File: config.mk
export PLATFORM = sky130hd
export DESIGN_NAME = clock_phase_gen
export DESIGN_NICKNAME = d
export VERILOG_FILES = /design/src/rtl/clock_phase_gen_pkg.sv /design/src/rtl/clock_phase_chan.sv /design/src/rtl/clock_phase_gen.sv
export SDC_FILE = /design/constraint.sdc
export NUM_CORES = 1
export LEC_CHECK = 0
export CAP_MARGIN = 20
export CORE_MARGIN = 2
export CORE_UTILIZATION = 30
export CTS_CLUSTER_DIAMETER = 150
export DETAILED_ROUTE_END_ITERATION = 8
export MAX_ROUTING_LAYER = met4
export PLACE_DENSITY_LB_ADDON = 0.2
export SETUP_SLACK_MARGIN = 0.2
export SLEW_MARGIN = 40
export SYNTH_ARGS = -nofsm -noshare
export SYNTH_HDL_FRONTEND = slang
export SYNTH_SLANG_ARGS = --single-unit
File: constraint.sdc
create_clock -name clock -period 12.2 [get_ports clock]
set_input_delay 3.05 -clock clock [delete_from_list [all_inputs] [get_ports clock]]
set_output_delay 3.05 -clock clock [all_outputs]
set_load 0.02 [all_outputs]
File: src/rtl/clock_phase_gen_pkg.sv
// rtl/clock_phase_gen_pkg.sv - shared types and helpers for the phase clock generator
// Contents:
//   state_e  controller state (IDLE, RUN, STEP)
//   DIV_MIN  smallest divide ratio the counter is allowed to use
//   mod_sub  (a - b) mod m for operands already reduced below m
package clock_phase_gen_pkg;

  typedef enum logic [1:0] {
    IDLE = 2'd0,
    RUN  = 2'd1,
    STEP = 2'd2
  } state_e;

  localparam int DIV_MIN = 2;

  // Operands are carried at 32 bits so a + m cannot overflow; callers
  // truncate the result back to the counter width.
  function automatic logic [31:0] mod_sub(input logic [31:0] a,
                                          input logic [31:0] b,
                                          input logic [31:0] m);
    if (a >= b) return a - b;
    else        return a + m - b;
  endfunction

endpackage

File: src/rtl/clock_phase_chan.sv
// rtl/clock_phase_chan.sv - one derived clock channel with phase offset and inversion
// Ports:
//   clock     master clock
//   reset     synchronous active-low reset
//   active_i  controller is in RUN or STEP; output holds when low
//   cnt_i     current period counter
//   div_i     current divide ratio (>= 2)
//   offset_i  requested phase offset, clamped to div_i-1
//   invert_i  invert the output waveform
//   clk_o     registered derived clock
module clock_phase_chan
  import clock_phase_gen_pkg::*;
#(
  parameter int CNT_W = 4
) (
  input  logic             clock,
  input  logic             reset,
  input  logic             active_i,
  input  logic [CNT_W-1:0] cnt_i,
  input  logic [CNT_W-1:0] div_i,
  input  logic [CNT_W-1:0] offset_i,
  input  logic             invert_i,
  output logic             clk_o
);

  logic [CNT_W-1:0] div_m1;
  logic [CNT_W-1:0] off_eff;
  logic [CNT_W-1:0] shifted;
  logic             raw;
  logic             clk_q;

  always_comb begin
    div_m1  = div_i - CNT_W'(1);
    off_eff = (offset_i > div_m1) ? div_m1 : offset_i;
    shifted = CNT_W'(mod_sub(32'(cnt_i), 32'(off_eff), 32'(div_i)));
    // High for the first floor(div/2) counts after the channel's offset.
    raw     = (shifted < (div_i >> 1));
  end

  always_ff @(posedge clock) begin
    if (!reset) begin
      clk_q <= 1'b0;
    end else if (active_i) begin
      clk_q <= raw ^ invert_i;
    end
  end

  assign clk_o = clk_q;

endmodule

File: src/rtl/clock_phase_gen.sv
// rtl/clock_phase_gen.sv - N_CH phase-offset derived clocks with run/halt/single-step control
// Ports:
//   clock        master clock, all logic on its rising edge
//   reset        synchronous active-low reset
//   en           free-run enable
//   div_ratio    requested divide ratio (clamped to >= 2)
//   phase_off    per-channel offsets, channel i at [i*CNT_W +: CNT_W]
//   invert       per-channel output inversion
//   step_req     single-period step request (level, sampled in IDLE)
//   step_ack     one-cycle pulse in the first IDLE cycle after a step
//   clk_out      registered derived clocks
//   phase_cnt    current period counter
//   cycle_start  registered pulse for count 0 of each active period
//   running      registered (state != IDLE)
module clock_phase_gen
  import clock_phase_gen_pkg::*;
#(
  parameter int N_CH        = 4,
  parameter int CNT_W       = 4,
  parameter int DIV_DEFAULT = 4
) (
  input  logic                  clock,
  input  logic                  reset,
  input  logic                  en,
  input  logic [CNT_W-1:0]      div_ratio,
  input  logic [N_CH*CNT_W-1:0] phase_off,
  input  logic [N_CH-1:0]       invert,
  input  logic                  step_req,
  output logic                  step_ack,
  output logic [N_CH-1:0]       clk_out,
  output logic [CNT_W-1:0]      phase_cnt,
  output logic                  cycle_start,
  output logic                  running
);

  localparam logic [CNT_W-1:0] DIV_RST =
    (DIV_DEFAULT < DIV_MIN) ? CNT_W'(DIV_MIN) : CNT_W'(DIV_DEFAULT);

  state_e           state_q, state_d;
  logic [CNT_W-1:0] cnt_q, cnt_d;
  logic [CNT_W-1:0] div_q, div_req;
  logic             step_ack_q, step_ack_d;
  logic             cycle_start_q, cycle_start_d;
  logic             running_q;
  logic             active, wrap, load_div;

  // State register
  always_ff @(posedge clock) begin
    if (!reset) state_q <= IDLE;
    else        state_q <= state_d;
  end

  // Next state: RUN and STEP only leave at wrap so periods are never cut short.
  always_comb begin
    state_d = state_q;
    case (state_q)
      IDLE: begin
        if (en)            state_d = RUN;
        else if (step_req) state_d = STEP;
      end
      RUN:     if (wrap && !en) state_d = IDLE;
      STEP:    if (wrap)        state_d = IDLE;
      default: state_d = IDLE;
    endcase
  end

  // Output / datapath decode
  always_comb begin
    active        = (state_q != IDLE);
    wrap          = active && (cnt_q == div_q - CNT_W'(1));
    div_req       = (div_ratio < CNT_W'(DIV_MIN)) ? CNT_W'(DIV_MIN) : div_ratio;
    load_div      = ((state_q == IDLE) && (state_d != IDLE)) || wrap;
    cnt_d         = (active && !wrap) ? cnt_q + CNT_W'(1) : '0;
    step_ack_d    = (state_q == STEP) && wrap;
    cycle_start_d = active && (cnt_q == '0);
  end

  always_ff @(posedge clock) begin
    if (!reset) begin
      cnt_q         <= '0;
      div_q         <= DIV_RST;
      step_ack_q    <= 1'b0;
      cycle_start_q <= 1'b0;
      running_q     <= 1'b0;
    end else begin
      cnt_q         <= cnt_d;
      if (load_div) div_q <= div_req;
      step_ack_q    <= step_ack_d;
      cycle_start_q <= cycle_start_d;
      running_q     <= active;
    end
  end

  for (genvar i = 0; i < N_CH; i++) begin : g_chan
    clock_phase_chan #(.CNT_W(CNT_W)) u_chan (
      .clock    (clock),
      .reset    (reset),
      .active_i (active),
      .cnt_i    (cnt_q),
      .div_i    (div_q),
      .offset_i (phase_off[i*CNT_W +: CNT_W]),
      .invert_i (invert[i]),
      .clk_o    (clk_out[i])
    );
  end

  assign step_ack    = step_ack_q;
  assign phase_cnt   = cnt_q;
  assign cycle_start = cycle_start_q;
  assign running     = running_q;

endmodule

==> out/results.ini <==
[outcome]
outcome = finished clean

[timing]
period_needed_ns = 7.99
setup_viol = 0
final.setup.tns_ns = 0
slew_headroom = 0.558
slew_viol_final = 0
rsz0062_at_grt = no
worst_slew_pin_slew_ns = 0.661
fmax_mhz = 125
hold_violations = 0
timing.hold.ws_ns = 0.492
fin_crit_sh = 0.655
finClkSkew_ns = 0.00652

[critical_path]
cpMaxStageDelayCell = a2111oi_1
r2r_cells = 22
worstPathArrival_ns = 8.14
cp_slowest_stage_delay_ns = 0.59
startpoint_type = input pin
criticalPathCategory = in2reg
r2r-end = g_chan[1].u_chan.clk_o
crit_fanout = 9
r2r-start = div_q[0]
ff2ff_setup_slack_ns = 5.29
worstPathCellList = clkdlybuf4s50_1 -> ha_1 -> and3b_1 -> o21ai_0 -> maj3_2 -> mux2i_2 -> xnor2_1 -> ha_1 -> nor3_1 -> nor4_1 -> nor3_2 -> nor2_1 -> a21oi_1 -> xnor2_1 -> ha_1 -> and4b_1 -> a2111oi_1 -> xnor2_1 -> a21oi_1
cp.required_ns = 12.35
critPathCaptureType = flip-flop

[logic_synthesis]
synth_nets = 491
synth.most_common_cell = ha_1
ys_async_sr_fraction = 0
syn_avg_cell_area_um2 = 7.77
synth_area_leaders = ha_1, dfxtp_1, xnor2_1
synthTopCellsByCount = ha_1, a21oi_1, xnor2_1
yosysSeqAreaShare = 0.105
ys.flop_type = dfxtp_1
synth-seq-cells = 17
synthCells = 416
synthDistinctLibCells = 75
synth_top_area_cell = ha_1
synth-edff-count = 0
netlist.area_leader.share = 0.178
synth_warnings = 0
synth_area_um2 = 3230

[grt]
grt_first_pass_wirelength_mm = 16.0
grt_overflow = 0
track_usage = 0.177
grt_max_degree = 28
antenna_found_initial = 0
grt_pass1_vias = 3224

[worst_hold_path]
hold_start = state_q[0]
whs_path_depth = 1
whs_endpoint = state_q[1]
hp-class = reg2reg

[detailed_routing]
ant_nets = 0
vias_per_cell = 5.55
post-route-drc-count = 0
drt-wirelength-per-cell_um = 16.8
drt-initial-drc-count = 139
num_vias = 3211
wl_mm = 9.74
firstDrtPassIters = 4

[clock_network]
cts_resized = 0
cts_hold_buf = 0
cts_root_buffer = clkbuf_8
worst_skew_pair.late_latency_ns = 0.26
htreeDepth = 1
post_cts_buffers = 0
clkSlewWorstSetupHoldPaths_ns = 0.07
cts_tree = built
clock_path_buffers = 2
cts.sinks = 17
numCtsBuffers = 3

[cells_and_area]
diodes = 0
seqCellArea_um2 = 340
fillerInstances = 1122
multi_input_area_um2 = 2720
nets = 519
drive_above_1_share = 0.0813
area_growth_pct = 16.7

[floorplan]
die_y_um = 108
coreArea_um2 = 10400
rows = 37
initial_core_util = 0.312
dieArea_um2 = 11600
boundaryPins = 39
die_x_um = 108

[placement]
dp_hpwl_mm = 7.69
place_congestion = 0.915
portBuffers = 38

[job]
maxCapViolations = 0

[pwr]
power_density_nw_per_um2 = 152
leakage_nw = 1.51
peakVddDrop_uv = 37.1

[metrics by stage]
stage	setup slack (ns)	cells	power [mW]	util	instance area (um2)
4_1_cts	4.10	579	0.575	0.363	3770
3_3_place_gp	3.93	575	0.520	0.358	3710
5_1_grt	3.69	579	0.634	0.363	3770
6_report	4.21	579	0.573	0.363	3770
3_5_place_dp	3.82	575	0.528	0.359	3720
2_1_floorplan	5.04	416	0.424	-	3230
[cells in the final DEF (no fill, tap or decap), drive strengths merged, types with 5 or more instances in the layout]
master         count
nor2              22
o31ai              5
nor4               6
o21a               6
nor3b              6
or3                5
ha                46
clkdlybuf4s50     38
a31oi              6
nand3             13
a21o               9
and2               6
and3               9
xnor2             29
nor2b              5
inv               22
or2                8
xor2              11
nor3              14
nand3b             8
nand2             24
o21ai             14
o211ai             5
dfxtp             17
a21oi             35
[state kept, by name, summed over array words and instances, names as in the netlist]
name and count:
cycle_start 1, div_q 4, g_chan.u_chan.clk_o 4, phase_cnt 4, running 1, state_q 2
step_ack 1
[cell families (layout without fill, tap and decap cells)]
family	Yosys count	after routing	synth area share
simple gates	138	138	0.236
flops	17	17	0.105
buf+inv	42	69	0.0562
mux	5	5	0.0182
compound gates	123	123	0.278
xor+xnor	40	40	0.108
fa+ha+maj	51	51	0.198
[final cells by class]
type,instances,area share
Clock inverter,1,0.00199
Timing Repair Buffer,41,0.107
Inverter,24,0.0239
Sequential cell,17,0.0903
Multi-Input combinational cell,357,0.721
Tap cell,136,0.0452
Clock buffer,3,0.0110
[critical path: cells and delay by family]
| family | cells | cell delay (ns) |
|---|---|---|
| XOR/XNOR | 3 | 0.51 |
| buffers and inverters | 1 | 0.47 |
| adder cells (fa/ha/maj) | 4 | 1.28 |
| AND/OR/NAND/NOR | 6 | 1.27 |
| AO/OA/AOI/OAI | 4 | 1.11 |
| multiplexers | 1 | 0.43 |
[metal layers]
layer	wire length, um	up-vias	track usage
li1	-	1629	-
met1	4430	1498	0.220
met2	4760	71	0.301
met3	410	13	0.0224
met4	152	0	0.0485
met5	0	-	-
[report_power, final]
group          leakage (nW)  switching [mW]  internal [mW]  total (mW)
registers             0.140         0.00873         0.0636      0.0724
clock network        0.0217          0.0209         0.0230      0.0439
logic                  1.35           0.254          0.203       0.457
[worst max-delay path by stage]
stage	cells after the start	slack [ns]	startpoint	end
CTS	19	4.10	phase_off[5]	g_chan[1].u_chan.clk_o
finish	19	4.21	phase_off[5]	g_chan[1].u_chan.clk_o
global route	19	3.69	phase_off[5]	g_chan[1].u_chan.clk_o
global placement	19	3.93	phase_off[5]	g_chan[1].u_chan.clk_o
floorplan	22	5.04	phase_off[13]	g_chan[3].u_chan.clk_o
detailed placement	19	3.82	phase_off[5]	g_chan[1].u_chan.clk_o
No activity file was read; power rests on OpenSTA's default activity.
